## src/rtl/bidir_pad_ctrl.sv

```systemverilog
// bidir_pad_ctrl
// Direction and turnaround controller for one bidirectional device pad.
// Owns the pad output enable, registers outbound data onto the pad and
// synchronizes inbound data off it. A non-driven gap of TURNAROUND cycles
// separates every change of pad ownership.
//
// Optional feature: define BIDIR_PAD_EDGE_DET_EN to add the rx_edge output,
// a one-cycle pulse whenever the synchronized pad value changes while the
// inbound sample is valid. Without the macro the port and its logic are absent.

module bidir_pad_ctrl #(
   parameter int TURNAROUND  = 2,
   parameter int SYNC_STAGES = 2
) (
   input  logic clk,
   input  logic rst_n,
   input  logic dir_req,
   input  logic tx_valid,
   input  logic tx_data,
   output logic tx_ready,
   output logic pad_o,
   output logic pad_oe,
   input  logic pad_i,
   output logic rx_data,
   output logic rx_valid,
   output logic mode
`ifdef BIDIR_PAD_EDGE_DET_EN
   ,
   output logic rx_edge
`endif
);

   // Counter reload values; TURNAROUND fits 1..15 and SYNC_STAGES fits 2..4.
   localparam logic [3:0] TA_LOAD    = 4'(TURNAROUND - 1);
   localparam logic [1:0] FLUSH_LOAD = 2'(SYNC_STAGES - 1);

   typedef enum logic [1:0] {
      ST_IN     = 2'd0,
      ST_TA_OUT = 2'd1,
      ST_OUT    = 2'd2,
      ST_TA_IN  = 2'd3
   } state_t;

   state_t state;
   state_t state_next;

   logic [3:0] ta_cnt;
   logic [1:0] flush_cnt;
   logic [SYNC_STAGES-1:0] sync_q;
   logic accept;
   logic enter_in;
   logic enter_ta;

   // A transfer only happens when the fabric offers a bit and the block is
   // willing to take it; tx_ready already folds in the state and dir_req.
   assign accept = tx_valid & tx_ready;

   // Entering IN from either turnaround state restarts the synchronizer flush.
   assign enter_in = (state != ST_IN) && (state_next == ST_IN);

   // Entering either turnaround state reloads the gap counter.
   assign enter_ta = ((state != ST_TA_OUT) && (state_next == ST_TA_OUT)) ||
                     ((state != ST_TA_IN)  && (state_next == ST_TA_IN));

   // State register; reset returns straight to IN with no turnaround so the
   // pad is released asynchronously.
   always_ff @(posedge clk or negedge rst_n) begin
      if (!rst_n) begin
         state <= ST_IN;
      end else begin
         state <= state_next;
      end
   end

   // Next-state decode: a request abort in TA_OUT wins over the counter so the
   // pad is never driven, while TA_IN always runs to completion.
   always_comb begin
      state_next = state;
      case (state)
         ST_IN: begin
            if (dir_req) begin
               state_next = ST_TA_OUT;
            end
         end
         ST_TA_OUT: begin
            if (!dir_req) begin
               state_next = ST_IN;
            end else if (ta_cnt == 4'd0) begin
               state_next = ST_OUT;
            end
         end
         ST_OUT: begin
            if (!dir_req) begin
               state_next = ST_TA_IN;
            end
         end
         ST_TA_IN: begin
            if (ta_cnt == 4'd0) begin
               state_next = ST_IN;
            end
         end
         default: begin
            state_next = ST_IN;
         end
      endcase
   end

   // Output decode straight from the state register so pad_oe and mode are
   // glitch-free; tx_ready drops combinationally as soon as a release is asked.
   always_comb begin
      pad_oe   = 1'b0;
      mode     = 1'b0;
      tx_ready = 1'b0;
      rx_valid = 1'b0;
      case (state)
         ST_OUT: begin
            pad_oe   = 1'b1;
            mode     = 1'b1;
            tx_ready = dir_req;
         end
         ST_IN: begin
            rx_valid = (flush_cnt == 2'd0);
         end
         default: begin
            pad_oe   = 1'b0;
         end
      endcase
   end

   // Turnaround counter: loaded on entry to a turnaround state, counts down
   // while in one and is ignored elsewhere.
   always_ff @(posedge clk or negedge rst_n) begin
      if (!rst_n) begin
         ta_cnt <= 4'd0;
      end else if (enter_ta) begin
         ta_cnt <= TA_LOAD;
      end else if (((state == ST_TA_OUT) || (state == ST_TA_IN)) && (ta_cnt != 4'd0)) begin
         ta_cnt <= ta_cnt - 4'd1;
      end
   end

   // Flush counter: after reset or on re-entering IN, wait until stale
   // samples taken while the pad was driven have left the synchronizer.
   always_ff @(posedge clk or negedge rst_n) begin
      if (!rst_n) begin
         flush_cnt <= FLUSH_LOAD;
      end else if (enter_in) begin
         flush_cnt <= FLUSH_LOAD;
      end else if ((state == ST_IN) && (flush_cnt != 2'd0)) begin
         flush_cnt <= flush_cnt - 2'd1;
      end
   end

   // Outbound data register: takes the offered bit on an accept and otherwise
   // holds, including across direction changes.
   always_ff @(posedge clk or negedge rst_n) begin
      if (!rst_n) begin
         pad_o <= 1'b0;
      end else if (accept) begin
         pad_o <= tx_data;
      end
   end

   // Inbound synchronizer: free-running shift chain in every state.
   always_ff @(posedge clk or negedge rst_n) begin
      if (!rst_n) begin
         sync_q <= '0;
      end else begin
         sync_q <= {sync_q[SYNC_STAGES-2:0], pad_i};
      end
   end

   assign rx_data = sync_q[SYNC_STAGES-1];

`ifdef BIDIR_PAD_EDGE_DET_EN
   logic rx_prev;
   logic valid_prev;

   // Remember last cycle's sample and validity so a change is only flagged
   // when both the old and the new value are trustworthy.
   always_ff @(posedge clk or negedge rst_n) begin
      if (!rst_n) begin
         rx_prev    <= 1'b0;
         valid_prev <= 1'b0;
      end else begin
         rx_prev    <= rx_data;
         valid_prev <= rx_valid;
      end
   end

   assign rx_edge = rx_valid & valid_prev & (rx_data ^ rx_prev);
`endif

endmodule

```

## config.mk

```make
export PLATFORM = sky130hd
export DESIGN_NAME = bidir_pad_ctrl
export DESIGN_NICKNAME = d
export VERILOG_FILES = /design/src/rtl/bidir_pad_ctrl.sv
export SDC_FILE = /design/constraint.sdc
export NUM_CORES = 1
export LEC_CHECK = 0
export BUFFER_PORTS_ARGS = -buffer_cell sky130_fd_sc_hd__buf_4
export CORE_AREA = 2 2 39 41
export CTS_BUF_LIST = sky130_fd_sc_hd__clkbuf_8
export DETAILED_ROUTE_END_ITERATION = 10
export DIE_AREA = 0 0 41 43
export PLACE_DENSITY = 0.73
export SLEW_MARGIN = 10
export SYNTH_ARGS = -nofsm -noshare
export SYNTH_HDL_FRONTEND = slang
export SYNTH_SLANG_ARGS = --single-unit
```

## constraint.sdc

```tcl
create_clock -name clk -period 2.81 [get_ports clk]
set_input_delay 0.4215 -clock clk [delete_from_list [all_inputs] [get_ports clk]]
set_output_delay 0.4215 -clock clk [all_outputs]
set_load 0.03 [all_outputs]
```

==> summary.md <==
| Metric | Value |
|---|---|
| VDD IR max | ~0.67 mV |
| Mean Syn Cell Area | 10.4 µm² |
| Max FO, Critical Path | 5 |
| Worst endpoint required time | 2.39 ns |
| Post-Syn Instances | 58 |
| Via Count | 468 |
| Final ANT Viol Nets | 0 |
| Core Util, Final | about 53% |
| Area delta synth->final | 20.5% |
| Drt initial violations | 8 |
| Most numerous cell in the Yosys netlist | dfrtp_1 |
| Setup tns final | 0 ns |
| Post-CTS Resized | 0 |
| Cts bufs inserted | 3 |
| Routed wire length | 1170 µm |
| Cell row count | 14 |
| GRT overflow | 0 |
| Synth Net Count | 66 |
| FF/Latch Area | 277 µm² |
| Clock Skews | 0.00101 ns |
| Antenna diode count | 0 |
| Leak pwr | 0.349 nW |
| Vias in the first global route | approximately 440 |
| First-pass GRT wire length | 1930 µm |
| CTS H-tree lvls | 1 |
| CTS tree | yes |
| # setup viols final | 0 |
| Slew Limit Fails | 0 |
| Area of the multi-input gates | 278 µm² |
| Clock slew at reported path FFs | roughly 0.050 ns |
| Post-Place Cells | 82 |
| Wire per inst | 13.6 µm |
| Cell Pwr Density | 1190 nW/µm² |
| Outcome | finished, final reports clean |
| Worst slack at placement | 1.26 ns |
| Total clock sinks | 11 |
| Hold_ws | approximately 0.0076 ns |
| Skew-Pair Late Insertion Delay | 0.24 ns |
| Clock root buffer | clkbuf_8 |
| Fillers | 128 |
| Gpl congestion | around 0.74 |
| Slew headroom | a little over two thirds |
| Final worst-path cycle share | 64.2% |
| Tightest Pin Transition | 0.457 ns |
| Share of cells above drive strength 1 | 30.0% |
| CP peak stage delay | 0.51 ns |
| Non-filler instance count after layout | 86 |
| Post-route cell area | 728 µm² |
| Hold bufs inserted after CTS | 0 |
| Library cells used by synthesis | 29 |
| Main area contributors after synthesis | dfrtp_1, dfstp_2, inv_1 |
| RSZ-0062 raised after global routing | false |
| Max Cap Viol | 0 |
| Post-synth EDFFs | 0 |
| Hold Path Class | input port to asynchronous set/reset pin |
| Synth top cells by count | dfrtp_1, inv_1, nor2_1, o21ai_0, nand2_1 |
| Share of synthesized registers carrying an async set or reset | 100% |
| Yosys Warn Count | 0 |
| Sequential share of the synthesized area | a little under half |
| WS Path Type | flop to output port |
| Total Power | 0.869 mW |
| Die ar. | ~1800 µm² |
| CTS Buffer Depth | 2 |
| Placed cell areas | between 600 and 700 µm² |
| Total track usage | 16.9% |
| CP startpoint kind | flop |
| Critical path's slowest cell | dfstp_2 |
| Seq cells post-synth | 11 |
| Post-Synthesis Cell Area | approximately 600 µm² |
| Die height | 43 µm |
| Fmax | ~550 MHz |
| Detail Placement HPWL | slightly above 800 µm |
| Starting Density | 43.7% |
| Core ar. | 1380 µm² |
| Top-area cell type share of the netlist area | approximately two fifths |
| Vias per inst | 5.44 |
| TritonRoute pass-1 iters | 4 |
| Worst-path cell chain | inv_1 -> ha_1 -> and3_1 -> buf_4 |
| Path depth of the worst reg2reg path | 5 |
| DRC | 0 |
| Worst EP arrival | 1.38 ns |
| Die width | 41 µm |
| PortBufs | 11 |
| Cell accounting for the most synthesized area | dfrtp_1 |
| Minimum clock period | 1.80 ns |
| Pin count of the biggest net entering global routing | 14 |
| Nets | 79 |
| Hold Fails Final Rpt | 0 |
| Initial antenna violation count | 0 |
| # IOs | 12 |
| Primary FF master, synth | dfrtp_1 |
| Post-CTS setup buffer count | 0 |
| Crit end category | output port |
| Fin worst setup slack | 1.01 ns |
==> cells in the final DEF (no fill, tap or decap), types with 2 or more instances in the layout <==
cell type	instances
nor3_1	2
a22o_1	2
buf_4	11
dfrtp_1	10
clkbuf_8	3
ha_1	2
inv_1	8
mux2i_1	2
o21ai_0	4
a21oi_1	2
nand2_1	3
nand3b_1	2
nor2_1	4
==> path summary, 6_finish.rpt <==
kind / startpoint / end / slack, ns
worst max-delay path: flush_cnt[0] / rx_valid / 1.01
worst min-delay path: rst_n / flush_cnt[1] / 0.008
worst max register to register: ta_cnt[1] / flush_cnt[1] / 1.32
worst min register to register: sync_q[0] / sync_q[1] / 0.36
max in group asynchronous: rst_n / flush_cnt[0] / 2.58
min in group clk: pad_i / sync_q[0] / 0.29
==> metal layers <==
metal  up-vias  share of wire [%]  GRT usage [%]
met1       225                 44           22.4
met3         0                5.0           6.28
met4         0                  0           10.0
li1        226                  -              -
met2        17                 51           22.5
met5         -                  0              0
==> critical path: cells and delay by family (launching register included) <==
| kind | cells | cell delay (ns) |
|---|---|---|
| fa+ha+maj | 1 | 0.24 |
| simple gates | 1 | 0.19 |
| buf+inv | 2 | 0.21 |
| flops | 1 | 0.51 |
==> logic make-up (layout without fill, tap and decap cells) <==
| kind of cell | count (synthesis) | count (layout) | synth area share [%] |
|---|---|---|---|
| adder cells (fa/ha/maj) | 2 | 2 | 4.14 |
| buffers and inverters | 10 | 22 | 8.28 |
| AND/OR/NAND/NOR | 19 | 19 | 19.5 |
| flip-flops | 11 | 11 | 45.8 |
| AO/OA/AOI/OAI | 13 | 13 | 16.6 |
| multiplexers | 3 | 3 | 5.80 |
==> flip-flops by register name, indices dropped and copies added, names as in the netlist <==
register and flops:
flush_cnt 2, pad_o 1, state 2, sync_q 2, ta_cnt 4
==> power by group <==
| part | switching, mW | total (mW) | internal [mW] | leakage (nW) |
|---|---|---|---|---|
| combinational | 0.210 | 0.401 | 0.191 | 0.188 |
| sequential | 0.0883 | 0.312 | 0.223 | 0.135 |
| clock | 0.0603 | 0.156 | 0.0960 | 0.0269 |
| total | 0.359 | 0.869 | 0.510 | 0.349 |
==> cell type report <==
class | instances | area share, %
Clock buffer | 3 | 5.67
Clock inverter | 1 | 0.515
Inverter | 7 | 3.61
Multi-Input combinational cell | 37 | 38.1
Sequential cell | 11 | 38.0
Tap cell | 16 | 2.75
Timing Repair Buffer | 11 | 11.3
Power figures use the tool's default switching activity.
